**config.mk**
```make
export PLATFORM = sky130hd
export DESIGN_NAME = seq_det_scheduler_flat
export DESIGN_NICKNAME = d
export VERILOG_FILES = /design/src/rtl/seq_det_pkg.sv /design/src/rtl/seq_det_if.sv /design/src/rtl/seq_det_window.sv /design/src/rtl/seq_det_scheduler.sv /design/src/flat_wrapper.sv
export SDC_FILE = /design/constraint.sdc
export NUM_CORES = 1
export LEC_CHECK = 0
export BUFFER_PORTS_ARGS = -buffer_cell sky130_fd_sc_hd__buf_2
export CORE_ASPECT_RATIO = 1.25
export CORE_MARGIN = 2
export CORE_UTILIZATION = 35
export CTS_CLUSTER_DIAMETER = 60
export DETAILED_ROUTE_END_ITERATION = 10
export GPL_TIMING_DRIVEN = 0
export PLACE_DENSITY = 0.57
export SLEW_MARGIN = 5
export SYNTH_ARGS = -nofsm -noshare
export SYNTH_HDL_FRONTEND = slang
export SYNTH_SLANG_ARGS = --single-unit
```
**constraint.sdc**
```tcl
create_clock -name clk -period 2.1 [get_ports clk]
set_input_delay 0.105 -clock clk [delete_from_list [all_inputs] [get_ports clk]]
set_output_delay 0.105 -clock clk [all_outputs]
set_load 0.02 [all_outputs]
```
**src/rtl/seq_det_pkg.sv**
```systemverilog
// seq_det_pkg: shared state encoding, widths and reset pattern for the detector scheduler
package seq_det_pkg;
  localparam int N_REQ_DEF = 4;
  localparam int DATA_W_DEF = 8;
  localparam int PAT_W_DEF = 4;
  typedef enum logic [1:0] {IDLE, SHIFT, REPORT} state_t;
  typedef logic [PAT_W_DEF-1:0] pat_t;
  typedef logic [DATA_W_DEF-1:0] mask_t;
  localparam pat_t PAT_RESET_DEF = 4'b1101;
endpackage

```
**src/rtl/seq_det_if.sv**
```systemverilog
// seq_det_if: requester, pattern-config and response signals of the detector scheduler
interface seq_det_if import seq_det_pkg::*; #(
  parameter int N_REQ = N_REQ_DEF,
  parameter int DATA_W = DATA_W_DEF,
  parameter int PAT_W = PAT_W_DEF
);
  logic [N_REQ-1:0] req_valid;
  logic [N_REQ*DATA_W-1:0] req_data;
  logic [N_REQ-1:0] req_ready;
  logic cfg_we;
  logic [PAT_W-1:0] cfg_pattern;
  logic cfg_err;
  logic busy;
  logic rsp_valid;
  logic rsp_ready;
  logic [$clog2(N_REQ)-1:0] rsp_id;
  logic [$clog2(DATA_W+1)-1:0] rsp_count;
  logic [DATA_W-1:0] rsp_mask;
  modport master (
    output req_valid, req_data, cfg_we, cfg_pattern, rsp_ready,
    input req_ready, cfg_err, busy, rsp_valid, rsp_id, rsp_count, rsp_mask
  );
  modport slave (
    input req_valid, req_data, cfg_we, cfg_pattern, rsp_ready,
    output req_ready, cfg_err, busy, rsp_valid, rsp_id, rsp_count, rsp_mask
  );
endinterface

```
**src/rtl/seq_det_window.sv**
```systemverilog
// seq_det_window: serial shift window with clear and compare against a programmable pattern
module seq_det_window #(
  parameter int PAT_W = 4
) (
  input  logic             clk,
  input  logic             reset,
  input  logic             clr,
  input  logic             shift_en,
  input  logic             bit_in,
  input  logic [PAT_W-1:0] pattern,
  output logic             hit
);
  logic [PAT_W-2:0] win_q, win_d;
  logic [PAT_W-1:0] shifted;
  // only the newest PAT_W-1 bits are stored; the incoming bit completes the compared window
  always_comb begin
    shifted = {win_q, bit_in};
    win_d = clr ? '0 : shift_en ? shifted[PAT_W-2:0] : win_q;
    hit = shift_en && shifted == pattern;
  end
  // window history register
  always_ff @(posedge clk or posedge reset)
    if (reset) win_q <= '0;
    else win_q <= win_d;
endmodule

```
**src/rtl/seq_det_scheduler.sv**
```systemverilog
// seq_det_scheduler: round-robin time-sharing of one serial pattern detector among byte requesters
module seq_det_scheduler import seq_det_pkg::*; #(
  parameter int N_REQ = N_REQ_DEF,
  parameter int DATA_W = DATA_W_DEF,
  parameter int PAT_W = PAT_W_DEF,
  parameter logic [PAT_W-1:0] PAT_RESET = PAT_W'(PAT_RESET_DEF)
) (
  input logic       clk,
  input logic       reset,
  seq_det_if.slave  bus
);
  localparam int IDW = $clog2(N_REQ);
  localparam int KW = $clog2(DATA_W);
  localparam int CW = $clog2(DATA_W+1);
  state_t state_q, state_d;
  logic [IDW-1:0] rr_ptr_q, rr_ptr_d, id_q, id_d, grant_id, idx;
  logic [PAT_W-1:0] pattern_q, pattern_d;
  logic [DATA_W-1:0] data_q, data_d, mask_q, mask_d;
  logic [KW-1:0] k_q, k_d;
  logic [CW-1:0] count_q, count_d;
  logic found, idle, accept, hit, bit_in;
  seq_det_window #(.PAT_W(PAT_W)) u_window (
    .clk      (clk),
    .reset    (reset),
    .clr      (accept),
    .shift_en (state_q == SHIFT),
    .bit_in   (bit_in),
    .pattern  (pattern_q),
    .hit      (hit)
  );
  // round-robin search for the first valid requester at or after rr_ptr
  always_comb begin
    found = 1'b0;
    grant_id = '0;
    idx = '0;
    for (int j = 0; j < N_REQ; j++) begin
      idx = IDW'((int'(rr_ptr_q) + j) % N_REQ);
      if (!found && bus.req_valid[idx]) begin
        found = 1'b1;
        grant_id = idx;
      end
    end
  end
  // FSM next state, job capture, match accumulation and pattern update
  always_comb begin
    idle = state_q == IDLE;
    accept = idle && found && !reset;
    bus.req_ready = accept ? N_REQ'(1) << grant_id : '0;
    bit_in = data_q[KW'(DATA_W-1) - k_q];
    state_d = state_q;
    rr_ptr_d = rr_ptr_q;
    pattern_d = bus.cfg_we && idle ? bus.cfg_pattern : pattern_q;
    data_d = data_q;
    id_d = id_q;
    k_d = k_q;
    count_d = count_q;
    mask_d = mask_q;
    case (state_q)
      IDLE: if (accept) begin
        data_d = bus.req_data[grant_id*DATA_W +: DATA_W];
        id_d = grant_id;
        rr_ptr_d = IDW'((int'(grant_id) + 1) % N_REQ);
        k_d = '0;
        count_d = '0;
        mask_d = '0;
        state_d = SHIFT;
      end
      SHIFT: begin
        k_d = k_q + 1'b1;
        if (hit && int'(k_q) >= PAT_W-1) begin
          mask_d[k_q] = 1'b1;
          count_d = count_q + 1'b1;
        end
        if (k_q == KW'(DATA_W-1)) state_d = REPORT;
      end
      default: if (bus.rsp_ready) state_d = IDLE;
    endcase
  end
  assign bus.busy = !idle;
  assign bus.cfg_err = bus.cfg_we && !idle && !reset;
  assign bus.rsp_valid = state_q == REPORT;
  assign bus.rsp_id = id_q;
  assign bus.rsp_count = count_q;
  assign bus.rsp_mask = mask_q;
  // state and datapath registers; reset aborts any job in flight
  always_ff @(posedge clk or posedge reset)
    if (reset) begin
      state_q <= IDLE;
      rr_ptr_q <= '0;
      pattern_q <= PAT_RESET;
      data_q <= '0;
      id_q <= '0;
      k_q <= '0;
      count_q <= '0;
      mask_q <= '0;
    end else begin
      state_q <= state_d;
      rr_ptr_q <= rr_ptr_d;
      pattern_q <= pattern_d;
      data_q <= data_d;
      id_q <= id_d;
      k_q <= k_d;
      count_q <= count_d;
      mask_q <= mask_d;
    end
endmodule

```
**src/flat_wrapper.sv**
```systemverilog
// flat-port wrapper written by rule: the top's interface ports become plain ports
module seq_det_scheduler_flat import seq_det_pkg::*;
#(
  parameter int N_REQ = N_REQ_DEF,
  parameter int DATA_W = DATA_W_DEF,
  parameter int PAT_W = PAT_W_DEF,
  parameter logic [PAT_W-1:0] PAT_RESET = PAT_W'(PAT_RESET_DEF)
)
  (clk, reset, bus_req_valid, bus_req_data, bus_cfg_we, bus_cfg_pattern, bus_rsp_ready, bus_req_ready, bus_cfg_err, bus_busy, bus_rsp_valid, bus_rsp_id, bus_rsp_count, bus_rsp_mask);
  seq_det_if #(.N_REQ(N_REQ), .DATA_W(DATA_W), .PAT_W(PAT_W)) bus_i ();
  input logic clk;
  input logic reset;
  input wire logic [$bits(bus_i.req_valid)-1:0] bus_req_valid;
  input wire logic [$bits(bus_i.req_data)-1:0] bus_req_data;
  input wire logic [$bits(bus_i.cfg_we)-1:0] bus_cfg_we;
  input wire logic [$bits(bus_i.cfg_pattern)-1:0] bus_cfg_pattern;
  input wire logic [$bits(bus_i.rsp_ready)-1:0] bus_rsp_ready;
  output wire logic [$bits(bus_i.req_ready)-1:0] bus_req_ready;
  output wire logic [$bits(bus_i.cfg_err)-1:0] bus_cfg_err;
  output wire logic [$bits(bus_i.busy)-1:0] bus_busy;
  output wire logic [$bits(bus_i.rsp_valid)-1:0] bus_rsp_valid;
  output wire logic [$bits(bus_i.rsp_id)-1:0] bus_rsp_id;
  output wire logic [$bits(bus_i.rsp_count)-1:0] bus_rsp_count;
  output wire logic [$bits(bus_i.rsp_mask)-1:0] bus_rsp_mask;
  assign bus_i.req_valid = bus_req_valid;
  assign bus_i.req_data = bus_req_data;
  assign bus_i.cfg_we = bus_cfg_we;
  assign bus_i.cfg_pattern = bus_cfg_pattern;
  assign bus_i.rsp_ready = bus_rsp_ready;
  assign bus_req_ready = bus_i.req_ready;
  assign bus_cfg_err = bus_i.cfg_err;
  assign bus_busy = bus_i.busy;
  assign bus_rsp_valid = bus_i.rsp_valid;
  assign bus_rsp_id = bus_i.rsp_id;
  assign bus_rsp_count = bus_i.rsp_count;
  assign bus_rsp_mask = bus_i.rsp_mask;
  seq_det_scheduler #(.N_REQ(N_REQ), .DATA_W(DATA_W), .PAT_W(PAT_W), .PAT_RESET(PAT_RESET)) u_core (.clk(clk), .reset(reset), .bus(bus_i));
endmodule
```
==> results of run 1 <==
## layer usage
metal  part of all wire (%)  track usage (%)  up-vias  wire (um)
met5                      0                0        -          0
met4                    1.3             5.30        0         73
met3                    4.0             2.29        5        218
met2                     51             27.9       43       2780
met1                     44             19.3      964       2390
li1                       -                -     1008          -
## cell families (layout without fill, tap and decap cells)
group,Yosys count,count (layout)
AO/OA/AOI/OAI,57,57
XOR/XNOR,3,3
adder cells (fa/ha/maj),8,8
buffers and inverters,25,102
flip-flops,36,36
multiplexers,12,13
AND/OR/NAND/NOR,94,94
## final timing paths
kind | to
worst min register to register | u_core.bus.rsp_mask[1]
min in group clk | u_core.pattern_q[0]
worst max register to register | u_core.bus.rsp_mask[2]
worst max-delay path | bus_req_ready[3]
worst min-delay path | u_core.bus.rsp_count[3]
max in group asynchronous | u_core.k_q[2]
## state kept, by name, indices dropped and copies added, names as in the netlist
| register | flops |
|---|---|
| u_core.bus.rsp_id | 2 |
| u_core.state_q | 2 |
| u_core.u_window.win_q | 3 |
| u_core.bus.rsp_count | 4 |
| u_core.k_q | 3 |
| u_core.pattern_q | 4 |
| u_core.bus.rsp_mask | 8 |
| u_core.data_q | 8 |
| u_core.rr_ptr_q | 2 |
## critical path, delay by kind of cell (launching register included)
kind                   cells  cell delay (ns)
AND/OR/NAND/NOR            2             0.38
AO/OA/AOI/OAI              1             0.25
buffers and inverters      3             0.56
flip-flops                 1             0.43
## cell usage after synthesis, types with 2 or more instances
cell type	count
a211oi_1	18
a211oi_2	2
a21oi_1	7
a311oi_4	2
and2_1	5
buf_2	8
buf_4	2
buf_6	3
clkbuf_1	2
dfrtp_1	33
dfstp_2	3
ha_1	8
inv_1	9
mux2_2	3
mux2i_1	8
nand2_1	39
nand2b_1	6
nand3_1	6
nand3b_1	2
nand4_1	2
nor2_1	5
nor2b_1	3
nor3b_1	16
nor4_1	2
o21ai_0	5
o21ai_1	5
o31ai_1	3
o31ai_2	7
o41ai_2	4
or2_1	2
or4_1	2
xor2_1	3
## through the flow
step                hold slack, ns  util [%]  worst slack [ns]
floorplan                    0.214         -             0.226
global placement             0.328      42.3           -0.0905
detailed placement           0.328      42.3           -0.0791
CTS                         0.0175      44.3           0.00194
global route                0.0540      45.7           -0.0141
finish                     -0.0256      45.7             0.105
## power by group
group | internal, uW | total, uW | leakage [uW] | switching [uW]
clock network | 268 | 508 | 0.0000455 | 241
logic | 891 | 2100 | 0.000914 | 1210
registers | 998 | 1210 | 0.000453 | 213
total | 2160 | 3820 | 0.00141 | 1660
## layout make-up
| cell class | count | area (um2) | share of cell area, % |
|---|---|---|---|
| multi-input combinational | 175 | 1310 | 44.4 |
| sequential | 36 | 907 | 30.8 |
| timing repair buffer | 70 | 383 | 13.0 |
| tap | 87 | 109 | 3.70 |
| buffer | 14 | 106 | 3.61 |
| clock buffer | 8 | 90.1 | 3.06 |
| inverter | 10 | 41.3 | 1.40 |
## what timing repair did
action	CTS	global route
gates resized for setup	5	13
endpoints found under the setup margin	6	12
cloned	0	2
buffers inserted	4	1
hold buffers	0	0
pin swaps	3	2
==> metrics.yaml, run 1 <==
sta:
  maxSlewHeadroom_pct: 49.5
  final-hold-violation-count: 20
  fmax_ghz: 0.501
  hold_ws_ns: -0.0256
  tns_ns: 0
  worstMarginPinSlew_ns: 0.756
  finalClockSkew_ns: 0.00804
  drv_slew: 0
  min_period_ns: 2.00
  post-route-period-util_pct: 95.0
  setup_viol: 0
route:
  drt-pass1-iter-count: 4
  drt_iter0_drc: 91
  drtAntennaViolNets: 0
  drt-total-wl_um: 5460
  avgRoutedWirePerCell_um: 13.7
  vias: 2020
  vias_per_cell: 5.05
  drc: 0
setup_path:
  reg2reg_slack_ns: 0.11
  cpMostUsedCell: "buf_2"
  crit_slowest_cell: "dfrtp_1"
  path_max_fanout: 7
  start_kind: "flip-flop"
  cp.required_ns: 2.00
  worstRegToRegCells: 5
  rr_startpoint: "u_core.k_q[1]"
  worst-endpoint-arrival_ns: 1.89
  crit_path_max_incr_delay_ns: 0.43
  critPathKind: "reg -> out"
  crit_start: "u_core.state_q[1]"
  endpoint_kind: "primary output"
  cp_cell_sequence: "or2_1, buf_2, a311oi_4, buf_4, and2_1, buf_2"
power_and_ir_drop:
  power_uw: 3820
  p_per_area_nw_per_um2: 1300
  static-leakage-power_uw: 0.00141
  irDropWorstVdd_uv: 529
run:
  max_cap_viol_count: 0
cells_and_area:
  n_antenna_cell: 0
  fill_cells: 663
  layout_commonest_cell: "buf_2"
  layout-drive-gt1-share_pct: 39.0
  area_growth_pct: 28.3
  final_cell_mix: "70 x buf_2, 39 x nand2_1, 31 x dfrtp_1"
  final_cells: 400
  nNetsFinal: 364
  final_area_um2: 2950
grt:
  overflow: 0
  first_global_vias: 1996
  grt_antenna_before_repair: 0
  grt_max_degree: 38
  grtUsageTotal_pct: 15.6
  grt_pass1_wl_um: 9180
synthesis:
  synth_compound_area_share_pct: 22.0
  synthMuxAreaShare_pct: 5.61
  synth_xor_area_share_pct: 1.14
  synth_edf_count: 0
  synth.yosys.warnings: 0
  ys_types: 42
  avgSynthCellArea_um2: 9.77
  seq_area_frac_synth_pct: 39.4
  synthAdderAreaFrac_pct: 4.36
  synth_nets: 287
  synth.largest_area_cell: "dfrtp_1"
  ys_async_sr_fraction_pct: 100
  synthFlopType: "dfrtp_1"
  synthSimpleGateAreaFrac_pct: 21.6
  yosys-top-cells-area: "dfrtp_1 36%, nand2_1 6.4%, a211oi_1 5.9%"
  synth_top_family_by_area: "compound AO/OA/AOI/OAI gates"
  synth_seq_cells: 36
  synth_top_cell_area_share_pct: 36.0
  synthCells: 235
  synth.cell_area_um2: 2300
status:
  status: "complete, but fails checks"
  violations: "hold timing"
cts:
  clock-sinks: 36
  clk_latency_ns: 0.29
  cts-root-buf: "clkbuf_8"
  cts_tree: "yes"
  clk_pin_slew_worst_paths_ns: 0.07
  cts_buffer_depth: 2
  htree_levels: 2
  numCtsBuffers: 5
placed_design:
  place_inst: 386
  place.port_buffers: 64
  hpwl_um: 4120
  gp_congestion: 0.714
  place_area_um2: 2730
floorplanning:
  initial_core_util_pct: 35.6
  rows: 33
  core_area_um2: 6440
  die_width_um: 76.4
  die_h_um: 94.6
  dieArea_um2: 7230
  io-pin-count: 65
worst_hold_path:
  hp-class: "in -> async"
No activity file was read; power rests on OpenSTA's default activity.
==> run 2: changes to the inputs <==
- SETUP_SLACK_MARGIN: not set -> 0.2
==> metrics.yaml, run 2 (synthesis gave the netlist of run 1 again) <==
cts:
  clk_pin_slew_worst_paths_ns: 0.07
  cts_hold_buffers: 0
  htree_levels: 2
  clk_latency_ns: 0.29
  numCtsBuffers: 5
  cts-root-buf: "clkbuf_8"
  cts_buffer_depth: 2
  cts_tree: "yes"
  clock-sinks: 36
grt:
  grt_max_degree: 38
  grt_antenna_before_repair: 0
  grt_pass1_wl_um: 10100
  overflow: 0
  grtUsageTotal_pct: 17.2
  first_global_vias: 2184
route:
  drt_iter0_drc: 84
  vias: 2109
  drtAntennaViolNets: 0
  vias_per_cell: 5.06
  drt-pass1-iter-count: 4
  drt-total-wl_um: 5920
  drc: 0
  avgRoutedWirePerCell_um: 14.2
placed_design:
  hpwl_um: 4120
  place.port_buffers: 64
  place_inst: 386
  gp_congestion: 0.714
power_and_ir_drop:
  irDropWorstVdd_uv: 500
  static-leakage-power_uw: 0.00150
  p_per_area_nw_per_um2: 1330
  power_uw: 4240
floorplanning:
  core_area_um2: 6440
  die_h_um: 94.6
  initial_core_util_pct: 35.6
  rows: 33
  dieArea_um2: 7230
  io-pin-count: 65
  die_width_um: 76.4
cells_and_area:
  layout_commonest_cell: "buf_2"
  final_cells: 417
  final_cell_mix: "64 x buf_2, 39 x nand2_1, 30 x dfrtp_1"
  regArea_um2: 908
  utilization_pct: 49.6
  layout-drive-gt1-share_pct: 48.2
  n_antenna_cell: 0
  multi_input_area_um2: 1400
  fill_cells: 641
  area_growth_pct: 39.1
  nNetsFinal: 381
status:
  violations: "hold timing"
  status: "complete, but fails checks"
sta:
  final-hold-violation-count: 9
  rsz0062_at_grt: "true"
  min_period_ns: 1.91
  finalClockSkew_ns: 0.00799
  worstMarginPinSlew_ns: 0.765
  drv_slew: 0
  setup_viol: 0
  maxSlewHeadroom_pct: 48.9
  post-route-period-util_pct: 90.9
  fmax_ghz: 0.524
  hold_ws_ns: -0.0162
setup_path:
  worst-endpoint-arrival_ns: 1.80
  path_max_fanout: 4
  cp.required_ns: 2.00
  critPathKind: "reg -> out"
  endpoint_kind: "primary output"
  start_kind: "flip-flop"
worst_hold_path:
  hp-class: "in -> async"
run:
  max_cap_viol_count: 0
-- run 2: timing repair --
item | CTS | global route
gates resized for setup | 41 | 17
endpoints found under the setup margin | 23 | 26
endpoints found under the hold margin | 0 | 0
buffers inserted | 16 | 6
gates cloned | 1 | 0
pin swaps | 8 | 5
-- run 2: per-layer routing --
layer,track usage [%],wire [um],vias up
li1,-,-,1038
met1,20.1,2450,1012
met2,32.2,3150,51
met3,2.39,231,8
met4,5.91,88,0
met5,0,0,-
-- run 2: stage by stage --
stage                     worst slack, ns  area [um2]  TNS, ns
after floorplan                     0.226        2300        0
after global placement            -0.0905        2730   -0.180
after detailed placement          -0.0791        2730   -0.159
after CTS                           0.165        3090        0
after global routing                0.109        3190        0
final                               0.190        3190        0
-- run 2: final timing paths --
check | slack (ns) | cells past startpoint | start | to
hold / removal | -0.02 | 2 | reset | u_core.bus.rsp_count[3]
setup / recovery | 0.19 | 9 | u_core.rr_ptr_q[0] | bus_req_ready[2]
hold reg to reg | 0.48 | 2 | u_core.bus.rsp_mask[7] | u_core.bus.rsp_mask[7]
min in group clk | 0.03 | 3 | bus_cfg_pattern[0] | u_core.pattern_q[0]
setup reg to reg | 0.20 | 6 | u_core.k_q[2] | u_core.bus.rsp_mask[6]
max in group asynchronous | 1.57 | 2 | reset | u_core.k_q[2]
-- run 2: cell type report --
class / count / area share, %
inverters: 10 / 1.45
plain buffers: 15 / 3.88
repair buffers: 86 / 16.3
flip-flops and latches: 36 / 28.4
multi-input cells: 175 / 43.7
well taps: 87 / 3.41
clock buffers: 8 / 2.82
-- run 2: critical path, cell delays in order, from the launching register on --
cell      delay (ns)
dfrtp_1         0.41
nor2b_2         0.16
a311oi_4        0.05
or2_1           0.23
buf_6           0.12
buf_8           0.12
inv_6           0.06
ha_4            0.11
and2_4          0.13
buf_6           0.11
-- run 2: where the power goes --
part           switching (uW)  internal [uW]  leakage, uW
sequential                203           1000     0.000452
combinational            1380           1150      0.00101
clock                     244            268    0.0000455
total                    1830           2420      0.00150
==> run 3: changes to the inputs <==
- HOLD_SLACK_MARGIN: not set -> 0.08
- clock period: 2.1 -> 2.5 ns (I/O delays scaled with it)
==> metrics.yaml, run 3 (synthesis gave the netlist of run 1 again) <==
cts:
  cts_buffer_depth: 2
  cts_tree: "yes"
  clock-sinks: 36
  numCtsBuffers: 5
  htree_levels: 2
  clk_pin_slew_worst_paths_ns: 0.07
  cts-root-buf: "clkbuf_8"
  clk_latency_ns: 0.29
grt:
  grt_max_degree: 38
  first_global_vias: 2039
  overflow: 0
  grtUsageTotal_pct: 15.8
  grt_pass1_wl_um: 9320
  grt_antenna_before_repair: 0
placed_design:
  hpwl_um: 4120
  place_inst: 386
  gp_congestion: 0.714
  place.port_buffers: 64
sta:
  drv_slew: 0
  tns_ns: 0
  rsz0062_at_grt: "false"
  maxSlewHeadroom_pct: 49.8
  fmax_ghz: 0.467
  finalClockSkew_ns: 0.00938
  worstMarginPinSlew_ns: 0.751
  final-hold-violation-count: 0
  setup_viol: 0
  min_period_ns: 2.14
  post-route-period-util_pct: 85.6
cells_and_area:
  n_antenna_cell: 0
  layout-drive-gt1-share_pct: 36.4
  area_growth_pct: 27.1
  final_cell_mix: "72 x buf_2, 39 x nand2_1, 32 x dfrtp_1"
  final_cells: 403
  nNetsFinal: 367
  layout_commonest_cell: "buf_2"
setup_path:
  rr_startpoint: "u_core.k_q[2]"
  r2r-end: "u_core.bus.rsp_mask[2]"
  worst-endpoint-arrival_ns: 2.01
  critPathKind: "reg -> out"
  path_max_fanout: 11
  reg2reg_slack_ns: 0.40
  crit_start: "u_core.rr_ptr_q[0]"
  endpoint_kind: "primary output"
  cp_cell_sequence: "nor2b_2, a311oi_4, or2_1, buf_4, buf_8, inv_1, ha_1, and2_1, buf_2"
  crit_path_end: "bus_req_ready[2]"
  crit_slowest_cell: "dfrtp_1"
  cp.required_ns: 2.38
  crit_path_max_incr_delay_ns: 0.41
  worstRegToRegCells: 8
  start_kind: "flip-flop"
route:
  drt-pass1-iter-count: 4
  vias_per_cell: 5.00
  drt-total-wl_um: 5340
  drtAntennaViolNets: 0
  vias: 2013
  drt_iter0_drc: 78
  avgRoutedWirePerCell_um: 13.3
  drc: 0
floorplanning:
  initial_core_util_pct: 35.6
  io-pin-count: 65
  core_area_um2: 6440
  die_h_um: 94.6
  die_width_um: 76.4
  rows: 33
  dieArea_um2: 7230
power_and_ir_drop:
  static-leakage-power_uw: 0.00141
  p_per_area_nw_per_um2: 1050
  irDropWorstVdd_uv: 442
run:
  max_cap_viol_count: 0
status:
  status: "finished, final reports clean"
worst_hold_path:
  hp-class: "in -> reg"
-- run 3: area by class of cell --
class / count / area [um2]
Buffer: 15 / 100
Sequential cell: 36 / 906
Clock buffer: 8 / 90.1
Inverter: 10 / 37.5
Fill cell: 663 / 3520
Timing Repair Buffer: 73 / 400
Multi-Input combinational cell: 174 / 1280
Tap cell: 87 / 109
-- run 3: routing by layer --
metal / GRT usage, % / up-vias / share of wire, % / wire [um]
met1: 19.2 / 948 / 43 / 2310
met3: 2.29 / 5 / 4.4 / 233
li1: - / 1013 / - / -
met4: 5.30 / 0 / 1.3 / 72
met5: 0 / - / 0 / 0
met2: 28.7 / 47 / 51 / 2730
-- run 3: how the worst min path moves through the flow --
| stage | end | from | slack [ns] | depth (start not counted) |
|---|---|---|---|---|
| after detailed placement | u_core.bus.rsp_count[3] | reset | 0.35 | 2 |
| after floorplan | u_core.pattern_q[0] | bus_cfg_pattern[0] | 0.23 | 2 |
| final | u_core.state_q[1] | bus_rsp_ready | 0.15 | 3 |
| after CTS | u_core.state_q[1] | bus_rsp_ready | 0.14 | 3 |
| after global routing | u_core.state_q[1] | bus_rsp_ready | 0.15 | 3 |
| after global placement | u_core.pattern_q[0] | bus_cfg_pattern[0] | 0.35 | 3 |
-- run 3: power by group --
part,switching [uW],internal [uW]
Clock,203,225
Sequential,181,837
Combinational,962,670
-- run 3: worst max-delay path: cells and delay by family (launching register included) --
| family | cells | cell delay, ns |
|---|---|---|
| AO/OA/AOI/OAI | 1 | 0.27 |
| adder cells (fa/ha/maj) | 1 | 0.16 |
| buffers and inverters | 4 | 0.52 |
| flip-flops | 1 | 0.41 |
| AND/OR/NAND/NOR | 3 | 0.35 |
-- run 3: metrics by stage --
stage                     util [%]  hold slack [ns]  power [uW]  worst slack, ns  cell area (um2)
after detailed placement      42.3            0.348        2620            0.301             2730
final                         45.3            0.147        3080            0.360             2920
after global routing          45.3            0.154        3350            0.203             2920
after CTS                     44.9            0.144        3070            0.196             2890
after floorplan                  -            0.234        2200            0.626             2300
after global placement        42.3            0.348        2590            0.290             2730
-- run 3: repair_timing --
item / CTS / global route
buffers inserted: 2 / 2
endpoints found under the setup margin: 4 / 4
hold buffers: 5 / 0
pin swaps: 2 / 1
endpoints found under the hold margin: 37 / 0
gates resized for setup: 2 / 3
